### config.mk
export PLATFORM = sky130hd
export DESIGN_NAME = instr_fetch
export DESIGN_NICKNAME = d
export VERILOG_FILES = /design/src/rtl/instr_fetch.sv
export SDC_FILE = /design/constraint.sdc
export NUM_CORES = 1
export LEC_CHECK = 0
export ABC_AREA = 1
export BUFFER_PORTS_ARGS = -buffer_cell sky130_fd_sc_hd__clkbuf_2
export CAP_MARGIN = 30
export CORE_ASPECT_RATIO = 1.1
export CORE_UTILIZATION = 51
export DETAILED_ROUTE_END_ITERATION = 16
export GPL_ROUTABILITY_DRIVEN = 0
export HOLD_SLACK_MARGIN = 0.06
export PLACE_DENSITY = 0.88
export SYNTH_ARGS = -nofsm -noshare
export SYNTH_HDL_FRONTEND = slang
export SYNTH_SLANG_ARGS = --single-unit
### constraint.sdc
create_clock -name clk -period 1.89 [get_ports clk]
set_input_delay 0.189 -clock clk [delete_from_list [all_inputs] [get_ports clk]]
set_output_delay 0.189 -clock clk [all_outputs]
set_load 0.02 [all_outputs]
### src/rtl/instr_fetch.sv
// Instruction fetch stage: owns the PC, reads instruction memory over req/ack,
// and hands the latched instruction to decode over valid/ready, with jump redirects.
module instr_fetch #(
    parameter int                ADDR_W   = 8,
    parameter int                INSTR_W  = 16,
    parameter logic [ADDR_W-1:0] RESET_PC = '0
) (
    input  logic                 clk,
    input  logic                 rst,
    output logic                 mem_req,
    output logic [ADDR_W-1:0]    mem_addr,
    input  logic                 mem_ack,
    input  logic [INSTR_W-1:0]   mem_rdata,
    output logic                 instr_valid,
    input  logic                 instr_ready,
    output logic [3:0]           opcode,
    output logic [INSTR_W-5:0]   operand,
    output logic [ADDR_W-1:0]    instr_pc,
    input  logic                 pc_load,
    input  logic [ADDR_W-1:0]    pc_target
);

    typedef enum logic [1:0] {
        IDLE  = 2'd0,
        FETCH = 2'd1,
        HOLD  = 2'd2
    } state_t;

    state_t              state;
    logic [ADDR_W-1:0]   pc;
    logic [ADDR_W-1:0]   redir_pc;
    logic                redir_pend;
    logic [INSTR_W-1:0]  ir;

    function automatic logic [ADDR_W-1:0] pc_inc(input logic [ADDR_W-1:0] a);
        return a + ADDR_W'(1);
    endfunction

    // The PC only moves on an ack or outside FETCH, so it doubles as the stable read address.
    assign mem_addr = pc;
    assign opcode   = ir[INSTR_W-1 -: 4];
    assign operand  = ir[INSTR_W-5:0];

    always_ff @(posedge clk or posedge rst) begin
        if (rst) begin
            state       <= IDLE;
            pc          <= RESET_PC;
            redir_pc    <= RESET_PC;
            redir_pend  <= 1'b0;
            ir          <= '0;
            instr_pc    <= '0;
            mem_req     <= 1'b0;
            instr_valid <= 1'b0;
        end else begin
            case (state)
                IDLE: begin
                    if (pc_load)
                        pc <= pc_target;
                    state   <= FETCH;
                    mem_req <= 1'b1;
                end
                FETCH: begin
                    if (mem_ack) begin
                        if (redir_pend || pc_load) begin
                            // Squashed fetch: drop the data and restart from the newest target.
                            pc         <= pc_load ? pc_target : redir_pc;
                            redir_pend <= 1'b0;
                        end else begin
                            ir          <= mem_rdata;
                            instr_pc    <= pc;
                            pc          <= pc_inc(pc);
                            state       <= HOLD;
                            mem_req     <= 1'b0;
                            instr_valid <= 1'b1;
                        end
                    end else if (pc_load) begin
                        redir_pend <= 1'b1;
                        redir_pc   <= pc_target;
                    end
                end
                HOLD: begin
                    if (pc_load || instr_ready) begin
                        if (pc_load)
                            pc <= pc_target;
                        state       <= FETCH;
                        mem_req     <= 1'b1;
                        instr_valid <= 1'b0;
                    end
                end
                default: begin
                    state       <= IDLE;
                    mem_req     <= 1'b0;
                    instr_valid <= 1'b0;
                end
            endcase
        end
    end

endmodule

## Word-level counts from Yosys, hierarchy flattened

Cells that the tools add are included.

- Logic and storage cells: 50
- Output and inout port bits: 34
- Bits in registers: 45
- Input port bits: 29

- Multiplexer cells: 21
- Bitwise operators: 3
- Reduce and logical (&&, ||, !) cells: 11
- Equality and inequality tests: 6
- $add $sub $neg: 1

Operators with widths:

| cell | number |
|---|---|
| two-way mux 8 bit | 5 |
| case mux 8 bit (3 select lines) | 1 |
| AND reduction 3 bit | 4 |
| two-way mux 1 bit | 9 |
| adder 8 x 1 -> 8 bit, second input constant | 1 |
| two-way mux 2 bit | 3 |
| != test 2 bit, second input constant | 3 |
| case mux 1 bit (3 select lines) | 2 |
| case mux 2 bit (3 select lines) | 1 |
| AND reduction 4 bit | 1 |
| inverter 1 bit | 3 |
| nonzero test 3 bit | 1 |
| == test 2 x 1 -> 1 bit, second input constant | 1 |
| == test 2 bit, second input constant | 1 |
| logical NOT 2 bit | 1 |
| logical OR 1 bit | 2 |
| != test 2 x 1 -> 1 bit, second input constant | 1 |
| AND reduction 2 bit | 1 |
| nonzero test 2 bit | 1 |

## Longest topological paths before layout

- Depth after elaboration: 4
- Gate-level depth with buffers: 10
- Mapped depth without buffers: 9

## Least setup slack after synthesis

No wires, ideal clock.

- Path kind: flip-flop to flip-flop
- From: register pc[1] (netlist: mem_addr[1])
- To: register pc[4] (netlist: mem_addr[4])
- Cell stages (with the launch flop): 9
- Library setup time: 126 ps
- Data arrival time: 1237 ps
- Slack: 527 ps
- Required time: 1764 ps
- Path buffers: 0
- Period minus slack after synthesis: 1363 ps
- Path through: dfrtp_1 ha_1 nand2_1 nor2_1 nand2_1 nand2_1 nand2_1 o21ai_0 a21oi_1

- Longest elaborated chain between the ends: 4

Ends and longest elaborated chain:

| what | RTL line | RTL |
|---|---|---|
| start: declaration | 30 | `logic [ADDR_W-1:0] pc;` |
| start signal: assignment | 58 | `pc <= pc_target;` |
| start signal: assignment | 66 | `pc <= pc_load ? pc_target : redir_pc;` |
| start signal: assignment | 71 | `pc <= pc_inc(pc);` |
| adder 8 x 1 -> 8 bit | 36 | `return a + ADDR_W'(1);` |
| two-way mux 8 bit | 64 | `if (redir_pend \|\| pc_load) begin` |
| two-way mux 8 bit | 63 | `if (mem_ack) begin` |
| case mux 8 bit (3 select lines) | 55 | `case (state)` |

No other way between the ends. The select of a mux whose other input is x is not followed.
A chain may end at the register's enable or synchronous reset.

## Worst setup path in the final report

- From: register state[0]
- To: register ir[8]

- Longest elaborated chain between the ends: 2

Ends and longest elaborated chain:

| what | RTL line | RTL |
|---|---|---|
| start: declaration | 29 | `state_t state;` |
| start signal: assignment | 46 | `state <= IDLE;` |
| start signal: assignment | 59 | `state <= FETCH;` |
| start signal: assignment | 72 | `state <= HOLD;` |
| == test 2 x 1 -> 1 bit | 55 |  |
| AND reduction 3 bit (no source line) | n/a |  |
| end signal: assignment | 69 | `ir <= mem_rdata;` |
| end: declaration | 33 | `logic [INSTR_W-1:0] ir;` |

No other way between the ends.

==> run summary <==
outcome -> finished clean
hold_sp -> mem_rdata[9]
GR Util All Layers -> 0.2149
Post-Syn Instances -> 229
Top Family by Delay on Critical Path -> flip-flops
routed via count -> 1745
register bit total from synthesis -> 45
clock-pin slew on the worst setup and hold paths -> 90 ps
fin area -> 2684 sq um
register area share after synthesis -> 0.5164
Port Buffers -> 62
clock buffer depth -> 2
final instance count without filler cells -> 349
Netlist cell types -> 25
Iteration-0 DRC Markers -> 94
crit path buf inv count -> 1
clock power share -> 0.178
clock sinks -> 45
crit path max fanout -> 31
Initial Utilization -> 0.5420
Inst Count DP -> 340
DRC viols -> 0
Post-DP Area -> 2536 sq um
Routed Antenna Nets -> 0
CTS tree -> built
grt ovf -> 0
final net count -> 326
P&R area growth vs syn -> 23.06%
endpoints failing hold -> 0
Seq pwr share -> 0.371
first-pass GRT wire length -> 7.479 mm
Final Critical Period -> 1616 ps
Synthesis Warnings -> 0
num rows -> 24
maximum vdd drop -> 0.0007836 V
post-DR vias/cell -> 5.000
sw frac -> 0.4076
static leakage -> 0.001453 uW
Worst slew margin -> 0.7029
wire per inst -> 12.76 um
Post-Syn Area -> 2181 sq um
PD cells -> 1803 nW/um^2
Slowest cell on crit path -> dfrtp_1
layout cells sized above 1 -> 0.3535
die height -> 70.59 um
Clk Latency, worst-skew pair -> 300 ps
DIE WIDTH -> 64.35 um
Setup Skew -> 9.500 ps
CTS Buf Count -> 5
Final setup viols -> 0
cell-internal power -> 2867 uW
antenna cells -> 0
max-cap viol count -> 0
combinational group share of total power -> 0.451
Resize count post-CTS -> 0
RSZ-0062 raised after global routing -> false
RR Startpoint -> state[0]
CP arrival -> 1810 ps
Worst setup SP type -> register
die area -> 4542 sq um
core region area -> 4024 sq um
Post-DP HPWL -> 3.413 mm
worst path cell trace -> nand2_2 -> nor2_4 -> nand2_2 -> buf_4 -> mux2_2
synthesized area per cell -> 9.523 sq um
Final period util -> 0.8549
CTS H-tree lvls -> 2
io pins -> 63
pin count of the biggest net entering global routing -> 34
Slew Viols, Final -> 0
most used cell, CP -> nand2_2
R2R cell count -> 5
root buf cell -> clkbuf_8
Initial DRT Pass Iterations -> 4
initial antenna violation count -> 0
Worst Setup End Kind -> register
Hold WC Path Type -> in -> reg
vias in the first global route -> 1681
R2R Path End -> ir[8]
drt total wl -> 4.454 mm
Hold EP -> ir[9]
syn nets -> 259
sw power -> 1972 uW
worst-margin pin slew -> 442.9 ps
Critical Path RT -> 2080 ps
Peak Freq -> 618.9 MHz
crit-path max cell delay -> 440 ps
Setup TNS Final -> 0 ps
CP Class -> reg -> reg
hold path cells -> 2
R2R setup slack -> 270 ps
[logic make-up (layout without fill, tap and decap cells)]
logic type / after synthesis / in the layout / share of synthesized area
compound gates: 39 / 39 / 0.09983
mux: 19 / 19 / 0.1291
fa+ha+maj: 1 / 1 / 0.005736
buf+inv: 30 / 98 / 0.06426
simple gates: 95 / 95 / 0.1847
flops: 45 / 45 / 0.5164
[synthesized netlist by cell type (all sizes together)]
library cell  count  area (sq um)
ha                1         12.51
o21ai            26         133.9
inv              22         82.58
clkbuf            3         11.26
nand2            62         237.7
o21a              1         7.510
dfrtp            45          1126
o22ai             2         18.77
nor2             18         82.58
a21oi             7         35.03
a22oi             2         15.01
or2               3         18.77
mux2             19         281.5
nand4             3         18.77
buf               5         46.29
nand3             9         45.04
a21boi            1         7.510
[power by group through the flow]
stage	registers, uW	clock network [uW]	logic (uW)
after floorplan	2160	0	1170
after global placement	1770	0	2130
after detailed placement	1810	0	2200
after CTS	1790	883	2200
after global routing	1850	918	2410
final	1790	863	2180
[metrics by stage]
step / hold slack (ps) / power (uW) / setup WS (ps) / utilization
after floorplan: 337.5 / 3334 / 527.1 / -
after global placement: 129.9 / 3900 / 269.0 / 0.6303
after detailed placement: 139.5 / 4001 / 218.2 / 0.6303
after CTS: 102.4 / 4876 / 266.0 / 0.6670
after global routing: 103.7 / 5180 / 157.2 / 0.6670
final: 110.5 / 4839 / 274.3 / 0.6670
[worst max-delay path by stage]
stage | cells after the start | slack, ps | end | from
4_1_cts | 5 | 270 | ir[8] | state[0]
5_1_grt | 5 | 160 | ir[8] | state[0]
6_report | 5 | 270 | ir[8] | state[0]
3_5_place_dp | 7 | 220 | ir[8] | pc_load
3_3_place_gp | 7 | 270 | ir[8] | pc_load
2_1_floorplan | 8 | 530 | mem_addr[4] | mem_addr[1]
[placed cells by master (no fill, tap or decap)]
master	n
clkbuf_2	62
nand2_1	60
dfrtp_1	45
o21ai_0	25
inv_1	19
mux2_4	18
nor2_1	16
nand3_1	9
a21oi_1	7
clkbuf_8	5
buf_4	5
or2_2	3
nand4_1	3
nand2_2	2
inv_2	2
nor2_4	2
a22oi_1	2
bufinv_16	2
o22ai_2	1
o21ai_2	1
o22ai_1	1
a21boi_0	1
clkinv_1	1
o21a_1	1
mux2_2	1
ha_1	1
inv_6	1
dlygate4sd3_1	1
[cell type report]
| cell class | count | area, sq um |
|---|---|---|
| multi-input combinational | 154 | 914.6 |
| timing repair buffer | 68 | 357.8 |
| tap | 52 | 65.06 |
| inverter | 22 | 82.58 |
| sequential | 45 | 1126 |
| clock buffer | 5 | 68.82 |
| fill | 340 | 1340 |
| clock inverter | 3 | 68.82 |
[flip-flops by register name (all words and copies together), names as in the netlist]
register     count
instr_valid      1
state            2
redir_pc         8
ir              16
redir_pend       1
mem_req          1
instr_pc         8
mem_addr         8
[per-layer routing]
metal	vias to the layer above	part of all wire	track usage
met5	-	0	0
met4	0	0.015	0.09136
met3	6	0.060	0.05323
met2	57	0.48	0.3567
met1	808	0.44	0.2660
li1	874	-	-
[what timing repair did]
action / CTS / global route
buffers inserted: 0 / 0
hold buffers: 1 / 0
hold endpoints to repair: 12 / 0
No activity file was read; power rests on OpenSTA's default activity.
